`src/rtl/inst_fetch_queue.sv`:
```
// Instruction fetch front end: single-outstanding req/ack fetcher feeding a
// PC-tagged prefetch FIFO, flushed on redirect with stale replies discarded.
module inst_fetch_queue #(
  parameter int          DEPTH    = 4,
  parameter logic [31:0] RESET_PC = 32'h0000_0000
) (
  input  logic        clk,
  input  logic        rst,
  input  logic        redirect_valid,
  input  logic [31:0] redirect_pc,
  output logic        mem_req,
  output logic [31:0] mem_addr,
  input  logic        mem_ack,
  input  logic [31:0] mem_rdata,
  output logic        inst_valid,
  input  logic        inst_ready,
  output logic [31:0] instruction,
  output logic [31:0] inst_pc,
  output logic [31:0] pc_plus4
);

  localparam int PTR_W = $clog2(DEPTH);
  localparam int CNT_W = PTR_W + 1;
  localparam logic [CNT_W-1:0] FULL = CNT_W'(DEPTH);

  typedef enum logic [1:0] {IDLE, WAIT, DISCARD} state_t;

  state_t           state, state_nxt;
  logic [31:0]      fpc, fpc_nxt, addr_nxt, redir_pc;
  logic [CNT_W-1:0] count;
  logic [PTR_W-1:0] rd_ptr, wr_ptr;
  logic             push, pop;
  logic [31:0]      pc_q   [DEPTH];
  logic [31:0]      data_q [DEPTH];

  assign redir_pc = redirect_pc & 32'hFFFF_FFFC;

  // Only one request ever outstanding; DISCARD keeps it alive until the stale reply lands.
  always_comb begin
    state_nxt = state;
    fpc_nxt   = fpc;
    addr_nxt  = mem_addr;
    push      = 1'b0;
    case (state)
      IDLE: begin
        if (redirect_valid) begin
          fpc_nxt = redir_pc;
        end else if (count < FULL) begin
          addr_nxt  = fpc;
          state_nxt = WAIT;
        end
      end
      WAIT: begin
        if (redirect_valid) begin
          fpc_nxt   = redir_pc;
          state_nxt = mem_ack ? IDLE : DISCARD;
        end else if (mem_ack) begin
          push      = 1'b1;
          fpc_nxt   = fpc + 32'd4;
          state_nxt = IDLE;
        end
      end
      DISCARD: begin
        if (redirect_valid) fpc_nxt = redir_pc;
        if (mem_ack) state_nxt = IDLE;
      end
      default: state_nxt = IDLE;
    endcase
  end

  assign mem_req    = (state == WAIT) || (state == DISCARD);
  assign inst_valid = (count != '0);
  assign pop        = inst_valid && inst_ready;

  always_ff @(posedge clk or negedge rst) begin
    if (!rst) begin
      state    <= IDLE;
      fpc      <= RESET_PC;
      mem_addr <= RESET_PC;
      count    <= '0;
      rd_ptr   <= '0;
      wr_ptr   <= '0;
    end else begin
      state    <= state_nxt;
      fpc      <= fpc_nxt;
      mem_addr <= addr_nxt;
      if (redirect_valid) begin
        count  <= '0;
        rd_ptr <= '0;
        wr_ptr <= '0;
      end else begin
        if (push) wr_ptr <= wr_ptr + PTR_W'(1);
        if (pop)  rd_ptr <= rd_ptr + PTR_W'(1);
        if (push && !pop)      count <= count + CNT_W'(1);
        else if (!push && pop) count <= count - CNT_W'(1);
      end
    end
  end

  // Storage needs no reset: every read is qualified by inst_valid.
  always_ff @(posedge clk) begin
    if (push) begin
      pc_q[wr_ptr]   <= fpc;
      data_q[wr_ptr] <= mem_rdata;
    end
  end

  assign instruction = inst_valid ? data_q[rd_ptr] : 32'd0;
  assign inst_pc     = inst_valid ? pc_q[rd_ptr] : 32'd0;
  assign pc_plus4    = inst_valid ? (pc_q[rd_ptr] + 32'd4) : 32'd0;

endmodule

```
`config.mk`:
```
export PLATFORM = sky130hd
export DESIGN_NAME = inst_fetch_queue
export DESIGN_NICKNAME = d
export VERILOG_FILES = /design/src/rtl/inst_fetch_queue.sv
export SDC_FILE = /design/constraint.sdc
export NUM_CORES = 1
export LEC_CHECK = 0
export ABC_AREA = 1
export BUFFER_PORTS_ARGS = -buffer_cell sky130_fd_sc_hd__buf_2
export CORE_MARGIN = 5
export CORE_UTILIZATION = 45
export DETAILED_ROUTE_END_ITERATION = 7
export PLACE_DENSITY = 0.7
export SLEW_MARGIN = 40
export SYNTH_ARGS = -nofsm -noshare
export SYNTH_HDL_FRONTEND = slang
export SYNTH_SLANG_ARGS = --single-unit
```
`constraint.sdc`:
```
create_clock -name clk -period 6.5 [get_ports clk]
set_input_delay 0.65 -clock clk [delete_from_list [all_inputs] [get_ports clk]]
set_output_delay 0.65 -clock clk [all_outputs]
set_load 0.01 [all_outputs]
```
Word-level counts from Yosys, hierarchy flattened --
Memories as Yosys holds them, arrays and structs flattened. Index checks and enable logic that the tools add are counted. W data, S select, Z words.
Word-level totals: memory bits (writable) 256, output and inout bits 130, latch bits 0, bits in registers 73, ROM bits 0, memories 2
Memory list:
- data_q | depth 4, bits a word 32, rd ports 1, clocked after Yosys merged registers in 0, wr ports 1, line 34 | logic [31:0] data_q [DEPTH];
- pc_q | depth 4, bits a word 32, rd ports 1, clocked after Yosys merged registers in 0, wr ports 1, line 33 | logic [31:0] pc_q [DEPTH];
Operators by class: equal/unequal tests 6, add/sub/neg operators 6, reductions and logical operators 16, shift operators 0, multiplexer cells 25, divide/modulo/power cells 0, multipliers 0, bitwise gates (word level) 1, magnitude comparators 1
Operator list (number):
- $mux W32 | 6
- $add A32 B3 Y32 const B | 2
- $pmux W32 S2 | 1
- $mux W2 | 9
- $mux W3 | 3
- $pmux W2 S3 | 1
- $reduce_and A3 Y1 | 2
- $reduce_bool A2 Y1 | 3
- $reduce_bool A3 Y1 | 2
- $mux W1 | 5
- $add A2 B1 Y2 const B | 2
- $ne A2 B2 Y1 const B | 2
- $add A3 B1 Y3 const B | 1
- $logic_and A1 B1 Y1 | 3
- $lt A3 B3 Y1 const B | 1
- $ne A3 B3 Y1 const B | 1
- $sub A3 B1 Y3 const B | 1
- $eq A2 B1 Y1 const B | 1
- $eq A2 B2 Y1 const B | 1
- $logic_not A1 Y1 | 2
- $logic_not A2 Y1 | 1
- $ne A2 B1 Y1 const B | 1
- $reduce_and A2 Y1 | 1
- $reduce_or A2 Y1 | 1
- 2 further kinds | 2

Logic depth before layout (Yosys ltp) --
Gate-level depths: netlist (run 1).
word-level depth 8, gate-level depth with buffers 17, mapped depth without buffers 15

Least setup slack after synthesis (run 1) --
Ideal clock, no wire load.
path kind input to register, start input port redirect_valid, end memory data_q[0][0], enable pin, path buffers 1, path slack 2312 ps, data arrival time 3706 ps, cell stages on the path 4, cell sequence inv_1 > buf_2 > nand3_1 > nor2_1
On the way: cells in the longest elaborated chain, start to end 4
RTL lines:
- from (decl) | line 9 | input logic redirect_valid,
- $mux W1 | line 54 | if (redirect_valid) begin
- $mux W1 | line 44 | case (state)
- $mux W1 | line 102 | if (push) begin
- $mux W1 (not written as such) | line 104 | data_q[wr_ptr] <= mem_rdata;
- to (decl) | line 34
No other way between the ends.

Final worst setup path (run 1) --
start register rd_ptr[0], end output port pc_plus4[27]
On the way: cells in the longest elaborated chain, start to end 3
RTL lines:
- from (decl) | line 31 | logic [PTR_W-1:0] rd_ptr, wr_ptr;
- from (signal assigned) | line 93 | if (pop) rd_ptr <= rd_ptr + PTR_W'(1);
- $mem_v2 Z4 W32
- $add A32 B3 Y32 | line 110 | assign pc_plus4 = inst_valid ? (pc_q[rd_ptr] + 32'd4) : 32'd0;
- $mux W32 | line 110
- to (decl) | line 19 | output logic [31:0] pc_plus4
No other way between the ends.

==> results of run 1 <==
[power by group]
| group | switching [uW] | internal [uW] |
|---|---|---|
| Combinational | 1900 | 856 |
| Clock | 795 | 1160 |
| Sequential | 358 | 2600 |
[worst max-delay path: stages, from the launching register on]
cell     delay [ns]
dfrtp_4        0.72
inv_4          0.64
buf_4          0.58
nand2_1        0.10
nand2_1        0.08
nand2_1        0.05
nand2_1        0.22
nand2_1        0.11
nor2_1         0.14
nand2_1        0.10
nor2_1         0.21
nand2_1        0.07
nand2_1        0.06
nand2_1        0.05
nor2_1         0.07
buf_2          0.14
[synthesized netlist by cell type (all sizes together)]
cell type	number	area share (%)
a21oi	57	1.9
a22oi	5	0.25
a2bb2oi	1	0.058
a31oi	1	0.041
a32oi	1	0.058
buf	50	2.0
clkbuf	30	0.74
clkinv	1	0.025
conb	1	0.025
dfrtp	69	11
edfxtp	248	49
fa	1	0.13
ha	10	0.82
inv	100	2.5
mux2	1	0.074
nand2	478	12
nand3	105	3.5
nand4	10	0.41
nor2	309	7.9
nor3	21	0.76
nor3b	1	0.049
o211ai	6	0.30
o21ai	141	4.6
o22ai	11	0.45
o31ai	1	0.049
o32ai	1	0.058
or2	1	0.041
xnor2	1	0.058
xor2	15	0.86
[through the flow]
stage / setup WS [ns] / hold WS (ns) / util [%] / std cells
3_5_place_dp: 2.41 / 0.472 / 49.5 / 2259
6_report: 1.99 / 0.224 / 52.9 / 2320
5_1_grt: 1.60 / 0.278 / 52.9 / 2320
2_1_floorplan: 2.31 / 0.354 / - / 1682
4_1_cts: 1.85 / 0.241 / 52.9 / 2320
3_3_place_gp: 2.47 / 0.465 / 49.2 / 2253
[layout make-up]
cell class / count / area [um^2]
clock buffer: 43 / 948
clock inverter: 18 / 183
fill: 3037 / 15700
inverter: 101 / 384
multi-input combinational: 1184 / 5300
sequential: 317 / 9180
tap: 448 / 561
timing repair buffer: 209 / 1150
[worst max-delay path by stage]
| stage | startpoint | end |
|---|---|---|
| after global placement | rd_ptr[0] | pc_plus4[22] |
| final | rd_ptr[0] | pc_plus4[27] |
| after floorplan | redirect_valid | data_q[0][0] |
| after CTS | rd_ptr[0] | pc_plus4[22] |
| after detailed placement | rd_ptr[0] | pc_plus4[22] |
| after global routing | rd_ptr[0] | pc_plus4[29] |
[cell families after synthesis]
logic type      after synthesis  synth area share [%]
flops                       317                  60.3
simple gates                925                  24.7
buf+inv                     181                  5.24
xor+xnor                     16                 0.922
other cells                   1                0.0247
mux                           1                0.0740
compound gates              225                  7.78
fa+ha+maj                    11                 0.954
[layer usage]
layer	track usage [%]	up-vias
li1	-	5903
met2	34.8	495
met4	7.32	0
met1	29.4	5778
met5	0	-
met3	3.48	78
[registers in the layout, summed over array words and instances (netlist names)]
register	cells
count	3
mem_addr	30
fpc	30
wr_ptr	2
pc_q	120
data_q	128
state	2
rd_ptr	2
==> impl_metrics.py, run 1 <==
metrics = {
    "run_status": {
        "outcome": "finished, final reports clean",
    },
    "timing": {
        "hold_viol": 0,
        "setup_viol": 0,
        "tightest_slew_ns": 0.837,
        "slew_headroom_pct": 44.1,
        "maxSlewViolCount": 0,
        "layout_min_cycle_time_ns": 4.51,
        "tns_ns": 0,
        "fin_skew_ns": 0.0188,
        "grt_setup_unrepaired": "no",
        "clock.fmax_ghz": 0.222,
        "timing.final.crit_share_pct": 69.4,
    },
    "cts": {
        "postCtsSetupRepairBufs": 0,
        "cts_sinks": 317,
        "cts_buffer_depth": 3,
        "cts-resized-gates": 0,
        "cts_hold_buf": 0,
        "cts-buffers-inserted": 35,
        "path_clk_slew_ns": 0.06,
        "cts_tree": "yes",
        "cts_max_level": 2,
        "clk_latency_ns": 0.52,
        "cts-root-buf": "clkbuf_16",
    },
    "floorplan": {
        "num_io_pins": 199,
        "start_util_pct": 45.5,
        "fp.dieH_um": 194,
        "num_rows": 67,
        "core_um2": 33400,
        "dieArea_um2": 37600,
        "die_w_um": 194,
    },
    "route": {
        "routed_via_density": 5.28,
        "met2_length_um": 19300,
        "routed.top_layer": "met4",
        "drc_errors": 0,
        "finalWirelength_um": 41100,
        "met3WireLength_um": 3120,
        "drt_iter0_drc": 926,
        "drt_first_pass_iters": 5,
        "detail-route-antenna-nets": 0,
        "met1_length_um": 17500,
        "wire_per_inst_um": 17.7,
        "via_count": 12300,
    },
    "synthesis": {
        "yosysSeqAreaShare_pct": 60.3,
        "netlist_instances": 1677,
        "synth.avg_cell_area_um2": 9.07,
        "ys_types": 40,
        "syn_area_um2": 15200,
        "ys_seq_elements": 317,
        "ys.warnings.count": 0,
    },
    "worst_setup_path": {
        "worstPathMaxFanout": 70,
        "cp-start-kind": "register",
        "end_kind": "output port",
        "critical_path_required_ns": 5.85,
        "r2r-start": "state[0]",
        "arrival_ns": 3.86,
        "path_class": "register to output port",
        "r2r_end": "fpc[17]",
        "rr_worst_depth": 11,
        "reg2reg_setup_slack_ns": 3.57,
    },
    "final_layout": {
        "postLayoutCellArea_um2": 17700,
        "layout_common_cells": "466 x nand2_1, 288 x nor2_1, 248 x edfxtp_1",
        "nNetsFinal": 1928,
        "area_growth_pct": 16.4,
        "antennaDiodeCount": 0,
        "final_common_cell": "nand2_1",
        "drive_above_1_share_pct": 16.3,
    },
    "placed_design": {
        "gp_congestion": 0.921,
        "place_area_um2": 16600,
        "io_buffers": 190,
        "hpwl_um": 27400,
    },
    "power": {
        "p_leak_uw": 0.00745,
        "ir_drop_uv": 261,
        "power_density_nw_per_um2": 433,
        "p_total_uw": 7670,
    },
    "grt": {
        "grt_pass1_wl_um": 64600,
        "grt_max_degree": 82,
        "antenna_found_initial": 0,
        "gr-total-overflow": 0,
        "grt.total_usage_pct": 21.4,
        "grt_pass1_vias": 11900,
    },
    "worst_hold_path": {
        "min_path_type": "input port to asynchronous set/reset pin",
    },
    "run": {
        "drv_cap": 0,
    },
}
Power figures use the tool's default switching activity.
==> inputs of run 2 (changes only) <==
Settings changed: PLACE_DENSITY 0.7 to 0.72.
Clock period 6.5 ns to 3.9 ns, I/O delays scaled along.
==> run 2 against run 1 <==
Combinational power is 73% higher. Setup slack got worse by 1.6 ns. Register-to-register slack got worse by 2.2 ns.
==> impl_metrics.py, run 2 (synthesized netlist as in run 1, its figures left out) <==
metrics = {
    "cts": {
        "cts_tree": "yes",
        "cts-buffers-inserted": 34,
        "cts-root-buf": "clkbuf_16",
        "path_clk_slew_ns": 0.06,
        "cts_buffer_depth": 3,
        "postCtsSetupRepairBufs": 0,
        "cts_sinks": 317,
        "clk_latency_ns": 0.52,
        "cts_max_level": 2,
    },
    "floorplan": {
        "start_util_pct": 45.5,
        "core_um2": 33400,
        "dieArea_um2": 37600,
        "num_rows": 67,
        "fp.dieH_um": 194,
        "num_io_pins": 199,
        "die_w_um": 194,
    },
    "worst_hold_path": {
        "min_path_type": "input port to register",
        "worstHoldEndpoint": "data_q[3][21]",
        "min_from": "mem_rdata[21]",
        "min_delay_path_depth": 1,
    },
    "final_layout": {
        "nNetsFinal": 1938,
        "layout_common_cells": "466 x nand2_1, 288 x nor2_1, 248 x edfxtp_1",
        "largest_reg_flops": 128,
        "final_common_cell": "nand2_1",
        "reg_top3": "data_q x128, pc_q x120",
        "n_fill_cell": 2971,
        "regArea_um2": 9180,
        "fin_util_pct": 53.1,
        "postLayoutCellArea_um2": 17800,
        "antennaDiodeCount": 0,
        "area_growth_pct": 16.9,
        "drive_above_1_share_pct": 16.6,
        "max_flop_register": "data_q",
        "multi_input_area_um2": 5290,
    },
    "worst_setup_path": {
        "r2r_end": "pc_q[2][30]",
        "arrival_ns": 3.15,
        "worstPathMaxFanout": 29,
        "cp-start-kind": "register",
        "critical_path_required_ns": 3.51,
        "end_kind": "output port",
        "reg2reg_setup_slack_ns": 1.36,
        "rr_worst_depth": 5,
        "path_class": "register to output port",
        "r2r-start": "state[1]",
    },
    "route": {
        "drt_iter0_drc": 842,
        "routed_via_density": 5.27,
        "detail-route-antenna-nets": 0,
        "wire_per_inst_um": 17.6,
        "via_count": 12300,
        "finalWirelength_um": 41000,
        "drc_errors": 0,
        "drt_first_pass_iters": 7,
    },
    "grt": {
        "busiest_layer": "met2",
        "met1_usage_pct": 29.3,
        "gr-total-overflow": 0,
        "grt_pass1_vias": 11800,
        "antenna_found_initial": 0,
        "grt.total_usage_pct": 21.0,
        "grt_max_degree": 131,
        "grtUsageMet2_pct": 33.4,
        "grt_pass1_wl_um": 64000,
        "grt_use_met3_pct": 3.28,
    },
    "timing": {
        "timing.final.crit_share_pct": 90.7,
        "maxSlewViolCount": 0,
        "slew_headroom_pct": 49.2,
        "clock.fmax_ghz": 0.283,
        "setup_viol": 0,
        "hold_viol": 0,
        "grt_setup_unrepaired": "no",
        "layout_min_cycle_time_ns": 3.54,
        "tns_ns": 0,
        "fin_skew_ns": 0.0234,
        "tightest_slew_ns": 0.761,
    },
    "power": {
        "p_total_uw": 12700,
        "power_density_nw_per_um2": 712,
        "p_leak_uw": 0.00748,
        "ir_drop_uv": 394,
    },
    "placed_design": {
        "io_buffers": 190,
        "place_area_um2": 16700,
        "gp_congestion": 0.908,
        "hpwl_um": 27600,
    },
    "run": {
        "drv_cap": 0,
    },
    "run_status": {
        "outcome": "finished, final reports clean",
    },
}
-- run 2: cell types whose count changed in the layout (fill, tap and decap cells not counted), moves of 2 or more --
| cell | before | now |
|---|---|---|
| buf_4 | 11 | 21 |
| buf_12 | 0 | 7 |
| buf_8 | 6 | 0 |
| clkinv_2 | 8 | 5 |
| buf_6 | 2 | 0 |
| bufinv_16 | 3 | 1 |
| clkinv_1 | 4 | 6 |
| clkinvlp_4 | 0 | 2 |
-- run 2: per-layer routing --
layer	share of wire (%)	up-vias	wire [um]
met5	0	-	0
met4	3.8	0	1570
met3	6.6	90	2690
met2	46	461	18900
met1	44	5793	17800
li1	-	5936	-
-- run 2: worst max-delay path: stages (launching register included) --
cell,delay [ns]
dfrtp_4,0.54
inv_4,0.29
o211ai_1,0.12
nand2_1,0.25
ha_1,0.24
inv_1,0.08
nor2_1,0.20
nand2_1,0.11
nor2_2,0.20
nand2_1,0.07
nor2_1,0.14
nand2_1,0.06
nand3_1,0.11
inv_1,0.05
buf_2,0.13
-- run 2: final cells by class --
cell class	count	area share, %
sequential	317	51.6
tap	448	3.15
multi-input combinational	1184	29.8
inverter	101	2.15
clock buffer	42	5.08
timing repair buffer	220	7.35
clock inverter	20	0.859
-- run 2: what timing repair did --
| item | 4_1_cts | 5_1_grt |
|---|---|---|
| hold endpoints to repair | 35 | 0 |
| setup endpoints to repair | 0 | 2 |
| hold buffers | 1 | 0 |
| resized for setup | 0 | 1 |
-- run 2: metrics by stage --
stage	hold WS (ns)	worst slack, ns	std cells
2_1_floorplan	0.0944	-0.0811	1682
3_3_place_gp	0.466	0.878	2268
3_5_place_dp	0.390	0.867	2268
4_1_cts	0.0583	0.326	2331
5_1_grt	0.0655	0.0682	2332
6_report	0.0797	0.361	2332
-- run 2: how the worst max path moves through the flow --
stage	start	end	slack (ns)
2_1_floorplan	state[1]	data_q[0][0]	-0.08
3_3_place_gp	rd_ptr[0]	pc_plus4[22]	0.88
3_5_place_dp	rd_ptr[0]	pc_plus4[22]	0.87
4_1_cts	rd_ptr[0]	pc_plus4[22]	0.33
5_1_grt	rd_ptr[0]	pc_plus4[31]	0.07
6_report	rd_ptr[0]	pc_plus4[22]	0.36
-- run 2: power breakdown --
part	switching [uW]	internal (uW)	leakage, uW
clock network	1300	1730	0.000510
registers	543	4330	0.00307
logic	3240	1510	0.00389
total	5080	7580	0.00748
